[src/rtl/cycle_extract.sv]
// Scans vertmat for flagged vertices, walks each predecessor chain and streams
// the cycle out as vertex/weight beats, clearing the flag of every emitted vertex.
module cycle_extract #(
   parameter int unsigned NODES       = 128,
   parameter int unsigned PRED_BITS   = 8,
   parameter int unsigned WEIGHT_BITS = 32
) (
   input  logic                             clk,
   input  logic                             reset,
   input  logic                             start,
   output logic [PRED_BITS-1:0]             vertmat_addr,
   input  logic [PRED_BITS+WEIGHT_BITS:0]   vertmat_q,
   output logic                             vertmat_we,
   output logic [PRED_BITS+WEIGHT_BITS:0]   vertmat_data,
   output logic [PRED_BITS-1:0]             out_vertex,
   output logic [WEIGHT_BITS-1:0]           out_weight,
   output logic                             out_last,
   output logic                             out_valid,
   input  logic                             out_ready,
   output logic                             busy,
   output logic                             done,
   output logic                             error
);

   localparam int unsigned ENTRY_BITS = 1 + PRED_BITS + WEIGHT_BITS;
   localparam int unsigned IDX_BITS   = (NODES > 1) ? $clog2(NODES) : 1;
   localparam logic [PRED_BITS-1:0] LAST_IDX = PRED_BITS'(NODES - 1);

   typedef enum logic [2:0] {
      IDLE, SCAN_RD, SCAN_CHK, WALK_RD, WALK_LAT, WALK_EMIT, DONE
   } state_t;

   state_t                 state_q, state_d;
   logic [PRED_BITS-1:0]   idx_q, idx_d;
   logic [PRED_BITS-1:0]   cur_q, cur_d;
   logic [PRED_BITS-1:0]   pred_q, pred_d;
   logic [WEIGHT_BITS-1:0] weight_q, weight_d;
   logic                   last_q, last_d;
   logic                   error_q, error_d;
   logic [NODES-1:0]       visited_q, visited_d;

   logic                   q_flag;
   logic [PRED_BITS-1:0]   q_pred;
   logic [WEIGHT_BITS-1:0] q_weight;
   logic                   q_pred_ok;

   assign q_flag    = vertmat_q[ENTRY_BITS-1];
   assign q_pred    = vertmat_q[ENTRY_BITS-2 -: PRED_BITS];
   assign q_weight  = vertmat_q[WEIGHT_BITS-1:0];
   assign q_pred_ok = 32'(q_pred) < NODES;

   always_ff @(posedge clk) begin
      if (reset) begin
         state_q   <= IDLE;
         idx_q     <= '0;
         cur_q     <= '0;
         pred_q    <= '0;
         weight_q  <= '0;
         last_q    <= 1'b0;
         error_q   <= 1'b0;
         visited_q <= '0;
      end else begin
         state_q   <= state_d;
         idx_q     <= idx_d;
         cur_q     <= cur_d;
         pred_q    <= pred_d;
         weight_q  <= weight_d;
         last_q    <= last_d;
         error_q   <= error_d;
         visited_q <= visited_d;
      end
   end

   always_comb begin
      state_d      = state_q;
      idx_d        = idx_q;
      cur_d        = cur_q;
      pred_d       = pred_q;
      weight_d     = weight_q;
      last_d       = last_q;
      error_d      = error_q;
      visited_d    = visited_q;
      vertmat_addr = '0;
      vertmat_we   = 1'b0;
      vertmat_data = '0;

      case (state_q)
         IDLE, DONE: begin
            if (start) begin
               visited_d = '0;
               error_d   = 1'b0;
               idx_d     = '0;
               state_d   = SCAN_RD;
            end
         end
         SCAN_RD: begin
            vertmat_addr = idx_q;
            state_d      = SCAN_CHK;
         end
         SCAN_CHK: begin
            vertmat_addr = idx_q;
            if (q_flag && !visited_q[IDX_BITS'(idx_q)]) begin
               cur_d   = idx_q;
               state_d = WALK_RD;
            end else if (idx_q == LAST_IDX) begin
               state_d = DONE;
            end else begin
               idx_d   = idx_q + PRED_BITS'(1);
               state_d = SCAN_RD;
            end
         end
         WALK_RD: begin
            vertmat_addr = cur_q;
            state_d      = WALK_LAT;
         end
         WALK_LAT: begin
            // Chain closes on a vertex seen earlier this run (this or a prior walk)
            vertmat_addr = cur_q;
            pred_d       = q_pred;
            weight_d     = q_weight;
            visited_d[IDX_BITS'(cur_q)] = 1'b1;
            if (!q_pred_ok) begin
               error_d = 1'b1;
               last_d  = 1'b1;
            end else begin
               last_d = visited_q[IDX_BITS'(q_pred)] || (q_pred == cur_q);
            end
            state_d = WALK_EMIT;
         end
         WALK_EMIT: begin
            vertmat_addr = cur_q;
            if (out_ready && !reset) begin
               vertmat_we   = 1'b1;
               vertmat_data = {1'b0, pred_q, weight_q};
               if (!last_q) begin
                  cur_d   = pred_q;
                  state_d = WALK_RD;
               end else if (idx_q == LAST_IDX) begin
                  state_d = DONE;
               end else begin
                  idx_d   = idx_q + PRED_BITS'(1);
                  state_d = SCAN_RD;
               end
            end
         end
         default: state_d = IDLE;
      endcase
   end

   assign out_valid  = (state_q == WALK_EMIT);
   assign out_vertex = out_valid ? cur_q : '0;
   assign out_weight = out_valid ? weight_q : '0;
   assign out_last   = out_valid & last_q;
   assign busy       = (state_q != IDLE) && (state_q != DONE);
   assign done       = (state_q == DONE);
   assign error      = error_q;

endmodule

[config.mk]
export PLATFORM = sky130hd
export DESIGN_NAME = cycle_extract
export DESIGN_NICKNAME = d
export VERILOG_FILES = /design/src/rtl/cycle_extract.sv
export SDC_FILE = /design/constraint.sdc
export NUM_CORES = 1
export LEC_CHECK = 0
export BUFFER_PORTS_ARGS = -buffer_cell sky130_fd_sc_hd__buf_2
export CORE_MARGIN = 2
export CORE_UTILIZATION = 25
export CTS_BUF_LIST = sky130_fd_sc_hd__clkbuf_2
export DETAILED_ROUTE_END_ITERATION = 6
export GPL_TIMING_DRIVEN = 0
export MAX_ROUTING_LAYER = met4
export PLACE_DENSITY = 0.45
export SLEW_MARGIN = 20
export SYNTH_ARGS = -nofsm -noshare
export SYNTH_HDL_FRONTEND = slang
export SYNTH_SLANG_ARGS = --single-unit
export TNS_END_PERCENT = 1
[constraint.sdc]
create_clock -name clk -period 3.5 [get_ports clk]
set_input_delay 0.175 -clock clk [delete_from_list [all_inputs] [get_ports clk]]
set_output_delay 0.175 -clock clk [all_outputs]
set_load 0.02 [all_outputs]
==> out/metrics.csv, run 1 <==
metric,value,unit
run status,"complete, but fails checks",
failing checks,setup timing,
Die Y-Extent,199.7,µm
number of global-route vias before repair,8938,
Hold Slack,95.60,ps
cell count after synthesis,1083,
Final Non-Filler Cells,1802,
CP startpoint kind,flop,
Highest Signal Layer,met4,
effective utilization at floorplan,0.2543,
final-stage net count,1323,
worst-case clock buffer depth,2,
number of antenna violations at the first check in global routing,2,
warnings from Yosys,0,
area taken by multi-input logic gates,0.005364,mm²
category of cells accounting for the largest share of critical-path delay,simple AND/OR/NAND/NOR gates,
total I/O pin count,140,
detailed-router iteration count before antenna repair,5,
fillcell total,4089,
clock tree skew after final layout,50.38,ps
vias per std cell,5.052,
wire length of the first global-routing pass,55710,µm
Max-cap violations,0,
PD cells,406.1,mW/mm²
maximum single-stage delay on the critical path,730,ps
Clock Pin Slew Worst Setup and Hold Paths,300,ps
cell count after placement,1727,
number of enable flip-flop cells after synthesis,0,
sum of met2 wire segment lengths after detailed routing,17510,µm
kind of capture point of the worst setup path,flop,
overall global routing resource usage,0.1937,
accumulated negative setup slack,-15.22,ps
syn_nets,1130,
slew at the pin closest to its max-slew limit,1246,ps
gpl congestion,0.8488,
Worst R2R Setup Slack,-20,ps
area of all sequential standard cells,0.003785,mm²
Max Fclk,284.5,MHz
RSZ-0062 raised after global routing,yes,
reg-to-reg startpoint,state_q[1],
die outline width,199.7,µm
prevailing post-synth register cell,sky130_fd_sc_hd__dfxtp_1,
clock tree sinks,189,
CP Depth,8,
core area,0.03767,mm²
IR Drop Worst-Case VDD,0.2188,mV
routed length per instance,20.84,µm
Detail Route Antenna Nets,0,
HPWL after detailed placement,27150,µm
count of distinct cell types in the synthesized netlist,57,
TritonCTS clock tree,built,
Final setup viols,1,
P_leak,4.391,nW
final total power,0.004717,W
"Clk Latency, worst-skew pair",840,ps
overall die area,0.03990,mm²
combined area of all synthesized cells,0.009579,mm²
period utilization,1.004,
crit path kind,flop to flop,
cell at the root of the clock tree,sky130_fd_sc_hd__clkbuf_2,
worst endpoint required time,4230,ps
via count,9103,
critical path cell sequence,clkbuf_1 -> nor2b_2 -> buf_1 -> nand2_1 -> nor3_2 -> clkbuf_1 -> a21oi_1 -> nor2_1,
wire length on met1,16470,µm
area growth from synthesis to layout,21.25,%
number of input and output port buffers inserted,133,
grt total ovfl,0,
time the worst path needs with I/O delays and setup,3515,ps
DRC errors left,0,
count of cells along the worst register-to-register path,8,
Max H-tree Level,4,
"leading cell type in the layout, fill and taps excluded",sky130_fd_sc_hd__dfxtp_1,
average cell area after synthesis,8.845,µm²
share of async-settable or async-resettable flops after synthesis,0,
CP Capture Point,visited_q[123],
final max-slew violation count,0,
"commonest non-fill, non-tap cells in the layout","sky130_fd_sc_hd__dfxtp_1, sky130_fd_sc_hd__a21oi_1, sky130_fd_sc_hd__nor2_1, sky130_fd_sc_hd__buf_2, sky130_fd_sc_hd__nand2_1",
crit path max fanout,10,
Total Routed Length,37550,µm
"Core Util, Final",0.3084,
synthesis-stage register bit count,189,
Arrival @ worst endpoint,4250,ps
Worst Path Buf+Inv,3,
met3 routed WL,2767,µm
R2R Path End,visited_q[123],
standard cell with the maximum stage delay on the critical path,sky130_fd_sc_hd__clkbuf_1,
sequential share of the synthesized area,0.3950,
Cell Rows,71,
share of layout cells above drive strength 1,0.2227,
final hold viol count,0,
maximum number of pins on one net before global-route repair,17,
most numerous cell on the critical path,sky130_fd_sc_hd__clkbuf_1,
tightest slew margin relative to the limit,0.1693,
initial DRC count,656,
start point of the critical path,state_q[1],
number of buffers inserted during clock tree synthesis,17,
type of the worst min-delay path,input port to flop,
setup slack of the critical path after layout,-15.22,ps
## per-stage QoR
| stage | area [µm²] | setup slack [ps] |
|---|---|---|
| global placement | 10880 | -430.7 |
| floorplan | 9579 | 645.0 |
| finish | 11610 | -15.22 |
| global route | 11610 | -99.07 |
| detailed placement | 10890 | -473.6 |
| CTS | 11580 | 1.895 |
## worst register-to-register path, cell delays in order, from the launching register on
cell	delay, ps
sky130_fd_sc_hd__dfxtp_1	360
sky130_fd_sc_hd__clkbuf_1	220
sky130_fd_sc_hd__nor2b_2	340
sky130_fd_sc_hd__buf_1	490
sky130_fd_sc_hd__nand2_1	420
sky130_fd_sc_hd__nor3_2	630
sky130_fd_sc_hd__clkbuf_1	730
sky130_fd_sc_hd__a21oi_1	140
sky130_fd_sc_hd__nor2_1	120
## Yosys cell counts, types with 5 or more instances
cell | n | area share
sky130_fd_sc_hd__dfxtp_1 | 189 | 0.39
sky130_fd_sc_hd__a21oi_1 | 181 | 0.095
sky130_fd_sc_hd__nor2_1 | 152 | 0.060
sky130_fd_sc_hd__nand2_1 | 126 | 0.049
sky130_fd_sc_hd__clkbuf_1 | 84 | 0.033
sky130_fd_sc_hd__mux4_2 | 69 | 0.16
sky130_fd_sc_hd__and3_1 | 50 | 0.033
sky130_fd_sc_hd__and2_1 | 41 | 0.027
sky130_fd_sc_hd__nor3_1 | 24 | 0.013
sky130_fd_sc_hd__a311oi_1 | 10 | 0.0091
sky130_fd_sc_hd__mux2i_1 | 10 | 0.010
sky130_fd_sc_hd__nand3_1 | 10 | 0.0052
sky130_fd_sc_hd__inv_1 | 9 | 0.0035
sky130_fd_sc_hd__o21ai_0 | 9 | 0.0047
sky130_fd_sc_hd__a22oi_1 | 8 | 0.0063
sky130_fd_sc_hd__buf_2 | 8 | 0.0042
sky130_fd_sc_hd__xor2_1 | 8 | 0.0073
sky130_fd_sc_hd__nor2b_1 | 6 | 0.0039
sky130_fd_sc_hd__nor3b_1 | 6 | 0.0047
sky130_fd_sc_hd__a31oi_1 | 5 | 0.0033
sky130_fd_sc_hd__nand2b_1 | 5 | 0.0033
## metal layers
layer | global-route usage | vias to the layer above
li1 | - | 4239
met1 | 0.2417 | 4401
met3 | 0.03713 | 48
met5 | - | -
met4 | 0.05652 | 0
met2 | 0.3192 | 415
## logic make-up after synthesis
logic type      after synthesis  synth area share
fa+ha+maj                     2          0.002612
buf+inv                     112           0.04885
xor+xnor                      8          0.007315
flops                       189            0.3950
compound gates              245            0.1468
simple gates                440            0.2134
other cells                   1         0.0003915
mux                          86            0.1856
## flip-flops by register name (all words and copies together) (netlist names)
name and flops:
cur_q 8, error 1, idx_q 8, last_q 1
pred_q 8, state_q 3, visited_q 128, weight_q 32
## where the power goes
part	internal (W)	switching (W)	total, W
sequential	0.00220	0.0000371	0.00224
clock	0.000333	0.000817	0.00115
combinational	0.000377	0.000952	0.00133
## worst min path at each step
stage / start / endpoint / slack, ps / depth (start not counted)
floorplan: vertmat_q[0] / weight_q[0] / 310 / 2
CTS: vertmat_q[35] / pred_q[3] / 10 / 3
detailed placement: vertmat_q[30] / weight_q[30] / 430 / 3
finish: vertmat_q[35] / pred_q[3] / 100 / 3
global route: vertmat_q[35] / pred_q[3] / 10 / 3
global placement: vertmat_q[26] / weight_q[26] / 420 / 3
## layout make-up
type	instances	area share
Multi-Input combinational cell	782	0.4618
Sequential cell	189	0.3259
Timing Repair Buffer	175	0.09307
Tap cell	511	0.05505
Buffer	102	0.04083
Clock inverter	14	0.01228
Clock buffer	18	0.007756
Inverter	9	0.002909
Antenna cell	2	0.0004309
## what timing repair did
item,in CTS,in global routing
pin swaps,1,0
setup buffers,2,0
gates resized for setup,15,24
hold endpoints to repair,45,0
hold buffers,40,0
setup endpoints to repair,133,126
(Power assumes the default switching activity.)
==> run 2: changes to the inputs <==
--- a/config.mk
+++ b/config.mk
@@ -7,3 +7,2 @@
 export LEC_CHECK = 0
-export BUFFER_PORTS_ARGS = -buffer_cell sky130_fd_sc_hd__buf_2
 export CORE_MARGIN = 2
@@ -12,5 +11,6 @@
 export DETAILED_ROUTE_END_ITERATION = 6
+export DONT_BUFFER_PORTS = 1
 export GPL_TIMING_DRIVEN = 0
 export MAX_ROUTING_LAYER = met4
-export PLACE_DENSITY = 0.45
+export PLACE_DENSITY = 0.42
 export SLEW_MARGIN = 20
--- a/constraint.sdc
+++ b/constraint.sdc
@@ -3,2 +3,2 @@
 set_output_delay 0.175 -clock clk [all_outputs]
-set_load 0.02 [all_outputs]
+set_load 0.1 [all_outputs]
==> run 2 against run 1 <==
Net effect:
- the run now ends clean
- setup slack improved by 180 ps
- via count decreased by 3.7%
- cell area decreased by 0.60%
- critical path type unchanged
- largest cell class unchanged
==> out/metrics.csv, run 2 (synthesis results as in run 1) <==
metric,value,unit
gpl congestion,0.8128,
Largest register FFs,128,
grt total ovfl,0,
run status,completed,
IR Drop Worst-Case VDD,0.2182,mV
reg-to-reg startpoint,idx_q[1],
number of input and output port buffers inserted,0,
vias per std cell,5.137,
count of cells along the worst register-to-register path,11,
RSZ-0062 raised after global routing,no,
Total Routed Length,37570,µm
core area,0.03767,mm²
number of antenna violations at the first check in global routing,3,
share of layout cells above drive strength 1,0.2081,
die outline width,199.7,µm
"Clk Latency, worst-skew pair",830,ps
accumulated negative setup slack,0,ps
P_leak,3.842,nW
Die Y-Extent,199.7,µm
area growth from synthesis to layout,20.52,%
via count,8763,
Detail Route Antenna Nets,0,
Clock Pin Slew Worst Setup and Hold Paths,320,ps
final-stage net count,1226,
detailed-router iteration count before antenna repair,7,
"Core Util, Final",0.3065,
TritonCTS clock tree,built,
maximum number of pins on one net before global-route repair,20,
"leading cell type in the layout, fill and taps excluded",sky130_fd_sc_hd__dfxtp_1,
initial DRC count,580,
effective utilization at floorplan,0.2543,
clock tree skew after final layout,59.42,ps
Worst R2R Setup Slack,170,ps
maximum single-stage delay on the critical path,570,ps
register with the highest flop count,visited_q,
Max Fclk,300.0,MHz
cell at the root of the clock tree,sky130_fd_sc_hd__clkbuf_2,
Worst Hold Launch,vertmat_q[9],
overall global routing resource usage,0.1924,
tightest slew margin relative to the limit,0.2382,
"commonest non-fill, non-tap cells in the layout","sky130_fd_sc_hd__dfxtp_1, sky130_fd_sc_hd__a21oi_1, sky130_fd_sc_hd__nor2_1, sky130_fd_sc_hd__nand2_1, sky130_fd_sc_hd__dlygate4sd3_1",
CP startpoint kind,flop,
most numerous cell on the critical path,sky130_fd_sc_hd__buf_6,
overall die area,0.03990,mm²
number of instances on the worst hold path,3,
registers with the most flip-flops,"visited_q x128, weight_q x32",
slew at the pin closest to its max-slew limit,1143,ps
crit path kind,flop to flop,
fillcell total,4087,
final max-slew violation count,0,
DRC errors left,0,
hold worst-path end,weight_q[9],
Final setup viols,0,
Arrival @ worst endpoint,4030,ps
crit path max fanout,9,
wire length of the first global-routing pass,54780,µm
critical path cell sequence,buf_6 -> mux4_1 -> mux2i_1 -> nor4b_1 -> or3_1 -> or4_1 -> buf_6 -> a21oi_4 -> or2_1 -> buf_2 -> a311oi_1,
total I/O pin count,140,
time the worst path needs with I/O delays and setup,3334,ps
placed cell areas,0.01033,mm²
HPWL after detailed placement,26810,µm
worst endpoint required time,4200,ps
kind of capture point of the worst setup path,flop,
period utilization,0.9524,
Cell Rows,71,
worst-case clock buffer depth,2,
PD cells,424.6,mW/mm²
fin area,0.01154,mm²
type of the worst min-delay path,input port to flop,
final hold viol count,0,
standard cell with the maximum stage delay on the critical path,sky130_fd_sc_hd__mux4_1,
number of buffers inserted during clock tree synthesis,17,
routed length per instance,22.02,µm
Max-cap violations,0,
number of global-route vias before repair,8304,
R2R Path End,cur_q[2],
Max H-tree Level,4,
clock tree sinks,189,
==> run 2: cell count changes in the layout (fill, tap and decap cells not counted), moves of 33 or more <==
cell / delta
sky130_fd_sc_hd__buf_2: -134
sky130_fd_sc_hd__and3_1: -40
sky130_fd_sc_hd__and3_2: +40
sky130_fd_sc_hd__and2_1: -39
sky130_fd_sc_hd__and2_2: +39
sky130_fd_sc_hd__dlygate4sd3_1: +33
==> run 2: worst max-delay path by stage <==
| stage | slack (ps) | depth (start not counted) | start | end |
|---|---|---|---|---|
| floorplan | 100 | 4 | state_q[0] | vertmat_addr[3] |
| global placement | -1320 | 11 | state_q[1] | visited_q[67] |
| detailed placement | -780 | 11 | state_q[1] | visited_q[66] |
| CTS | -90 | 5 | state_q[1] | out_weight[30] |
| global route | 0.1 | 11 | idx_q[1] | cur_q[2] |
| finish | 170 | 11 | idx_q[1] | cur_q[2] |
==> run 2: metrics by stage <==
| step | setup slack (ps) | total power [W] | hold WS [ps] | instances |
|---|---|---|---|---|
| finish | 166.5 | 0.004902 | 74.63 | 1706 |
| global route | 0.1017 | 0.005152 | 13.53 | 1706 |
| global placement | -1321 | 0.003604 | 316.1 | 1594 |
| floorplan | 103.7 | 0.003181 | 311.0 | 1083 |
| CTS | -94.16 | 0.004935 | 5.374 | 1701 |
| detailed placement | -776.7 | 0.003614 | 317.7 | 1597 |
==> run 2: final cells by class <==
cell class	instances	area [µm²]	area share
antenna	3	7.507	0.0006503
clock buffer	17	85.08	0.007370
inverter	9	33.78	0.002926
clock inverter	15	176.4	0.01528
buffer	102	485.5	0.04205
tap	511	639.4	0.05538
multi-input combinational	782	5523	0.4784
timing repair buffer	78	809.5	0.07012
sequential	189	3785	0.3278
==> run 2: metal layers <==
layer	part of all wire	GRT usage
met5	0	-
met4	0.027	0.05926
met3	0.066	0.03831
met2	0.47	0.3165
met1	0.44	0.2384
==> run 2: repair_timing <==
action	CTS	global route
pin swaps	0	2
buffers inserted	0	2
gates resized for setup	109	10
hold buffers	72	1
hold endpoints to repair	50	1
setup endpoints to repair	214	175
==> run 2: power breakdown <==
group	total (W)	switching, W	leakage [nW]	internal, W
sequential	0.00229	0.0000840	1.52	0.00221
clock	0.00122	0.000915	0.156	0.000306
combinational	0.00139	0.00102	2.16	0.000369
total	0.00490	0.00202	3.84	0.00288
==> run 2: worst max-delay path: cells and delay by family (launching register included) <==
kind	cells	cell delay (ps)
AO/OA/AOI/OAI	2	390
buffers and inverters	3	530
flip-flops	1	430
multiplexers	2	770
AND/OR/NAND/NOR	4	1110
==> run 3: changes to the inputs <==
Settings changed: CELL_PAD_IN_SITES_DETAIL_PLACEMENT set to 1, CELL_PAD_IN_SITES_GLOBAL_PLACEMENT set to 1, PLACE_DENSITY 0.42 to unset, PLACE_DENSITY_LB_ADDON set to 0.3.
==> run 3 against run 2 <==
Net effect:
- routed wire length up 3.8%
- die area unchanged
- critical path depth down 6
- clock-buffer cell count up 1
- sequential power about the same
- sequential share of layout area down 0.17 points
- non-clock buffer count down 2
- core utilization up 0.15 points
==> out/metrics.csv, run 3 (synthesis results as in run 1) <==
metric,value,unit
die outline width,199.7,µm
Final Non-Filler Cells,1701,
crit path kind,flop to output pin,
number of input and output port buffers inserted,0,
crit path max fanout,10,
"commonest non-fill, non-tap cells in the layout","sky130_fd_sc_hd__dfxtp_1, sky130_fd_sc_hd__a21oi_1, sky130_fd_sc_hd__nor2_1, sky130_fd_sc_hd__nand2_1, sky130_fd_sc_hd__dlygate4sd3_1",
initial DRC count,541,
gpl congestion,0.8639,
number of antenna violations at the first check in global routing,2,
standard cell with the maximum stage delay on the critical path,sky130_fd_sc_hd__and3_2,
overall die area,0.03990,mm²
tightest slew margin relative to the limit,0.2339,
grt total ovfl,0,
TritonCTS clock tree,built,
Final setup viols,0,
Cell Rows,71,
Detail Route Antenna Nets,0,
PD cells,424.2,mW/mm²
worst endpoint required time,3320,ps
final-stage net count,1224,
routed length per instance,22.93,µm
number of global-route vias before repair,8933,
maximum number of pins on one net before global-route repair,17,
Max Fclk,294.8,MHz
Clock Pin Slew Worst Setup and Hold Paths,260,ps
run status,completed,
overall global routing resource usage,0.1990,
share of layout cells above drive strength 1,0.2003,
total I/O pin count,140,
Die Y-Extent,199.7,µm
Max-cap violations,0,
clock tree sinks,189,
register with the highest flop count,visited_q,
wire length of the first global-routing pass,57110,µm
type of the worst min-delay path,input port to flop,
vias per std cell,5.205,
period utilization,0.9691,
clock tree skew after final layout,43.36,ps
DRC errors left,0,
P_leak,3.758,nW
detailed-router iteration count before antenna repair,5,
HPWL after detailed placement,27010,µm
"leading cell type in the layout, fill and taps excluded",sky130_fd_sc_hd__dfxtp_1,
"Clk Latency, worst-skew pair",830,ps
core area,0.03767,mm²
final max-slew violation count,0,
Arrival @ worst endpoint,3220,ps
area growth from synthesis to layout,21.09,%
slew at the pin closest to its max-slew limit,1149,ps
via count,8854,
fin area,0.01160,mm²
number of buffers inserted during clock tree synthesis,17,
kind of capture point of the worst setup path,output pin,
cell at the root of the clock tree,sky130_fd_sc_hd__clkbuf_2,
critical path cell sequence,clkbuf_2 -> nor2b_2 -> clkbuf_1 -> clkbuf_1 -> and3_2,
cell count after placement,1597,
Largest register FFs,128,
time the worst path needs with I/O delays and setup,3392,ps
placed cell areas,0.01032,mm²
Total Routed Length,39000,µm
effective utilization at floorplan,0.2543,
CP startpoint kind,flop,
Hold Slack,44.59,ps
buffer count from post-CTS setup fixing,0,
Max H-tree Level,4,
registers with the most flip-flops,"visited_q x128, weight_q x32",
maximum single-stage delay on the critical path,600,ps
worst-case clock buffer depth,2,
fillcell total,4464,
final hold viol count,0,
RSZ-0062 raised after global routing,yes,
most numerous cell on the critical path,sky130_fd_sc_hd__clkbuf_1,
IR Drop Worst-Case VDD,0.2077,mV
==> run 3: cell count changes in the layout (fill, tap and decap cells not counted), moves of 5 or more <==
| cell | change |
|---|---|
| sky130_fd_sc_hd__clkbuf_1 | +5 |
| sky130_fd_sc_hd__buf_2 | +6 |
| sky130_fd_sc_hd__clkbuf_2 | -6 |
| sky130_fd_sc_hd__and3_4 | +28 |
| sky130_fd_sc_hd__and3_2 | -28 |
==> run 3: area by class of cell <==
type                    instances  area (µm²)  share of cell area
multi-input cells             782        5635              0.4858
flip-flops and latches        189        3784              0.3262
repair buffers                 76       782.0             0.06741
well taps                     511       639.4             0.05512
plain buffers                 102       469.2             0.04045
clock inverters                12       161.4             0.01391
clock buffers                  18       90.09            0.007766
inverters                       9       33.78            0.002912
diodes                          2       5.005           0.0004315
==> run 3: worst max-delay path, delay by kind of cell (launching register included) <==
kind / cells / cell delay (ps)
buf+inv: 3 / 1090
flops: 1 / 360
simple gates: 2 / 940
==> run 3: power breakdown <==
group,switching [W],internal [W]
clock network,0.000834,0.000400
registers,0.0000738,0.00220
logic,0.00105,0.000359
total,0.00196,0.00296
==> run 3: through the flow <==
stage | setup TNS (ps) | power, W | utilization | setup slack (ps)
final | 0 | 0.004921 | 0.3080 | 108.3
after global placement | -167200 | 0.003590 | 0.2714 | -1378
after global routing | -1317 | 0.005168 | 0.3080 | -122.4
after detailed placement | -90690 | 0.003610 | 0.2739 | -861.7
after CTS | -1162 | 0.004929 | 0.3043 | -116.3
after floorplan | 0 | 0.003181 | - | 103.7
==> run 3: layer usage <==
layer	GRT usage	up-vias	part of all wire	wire length, µm
met5	-	-	0	0
met4	0.04499	0	0.016	623
met3	0.04267	41	0.063	2456
met2	0.3360	289	0.49	19160
met1	0.2439	4494	0.43	16770
li1	-	4030	-	-
==> run 3: what timing repair did <==
action                                 4_1_cts  5_1_grt
pin swaps                                    0        1
setup endpoints to repair                  224      179
endpoints found under the hold margin       48        0
hold buffers                                73        0
resized for setup                          100       45
==> run 3: final timing paths <==
kind | startpoint | to | slack, ps | cells past startpoint
worst max-delay path | state_q[1] | out_weight[23] | 110 | 5
worst max register to register | idx_q[1] | cur_q[5] | 150 | 12
worst min register to register | weight_q[10] | weight_q[10] | 490 | 2
worst min-delay path | vertmat_q[31] | weight_q[31] | 40 | 3
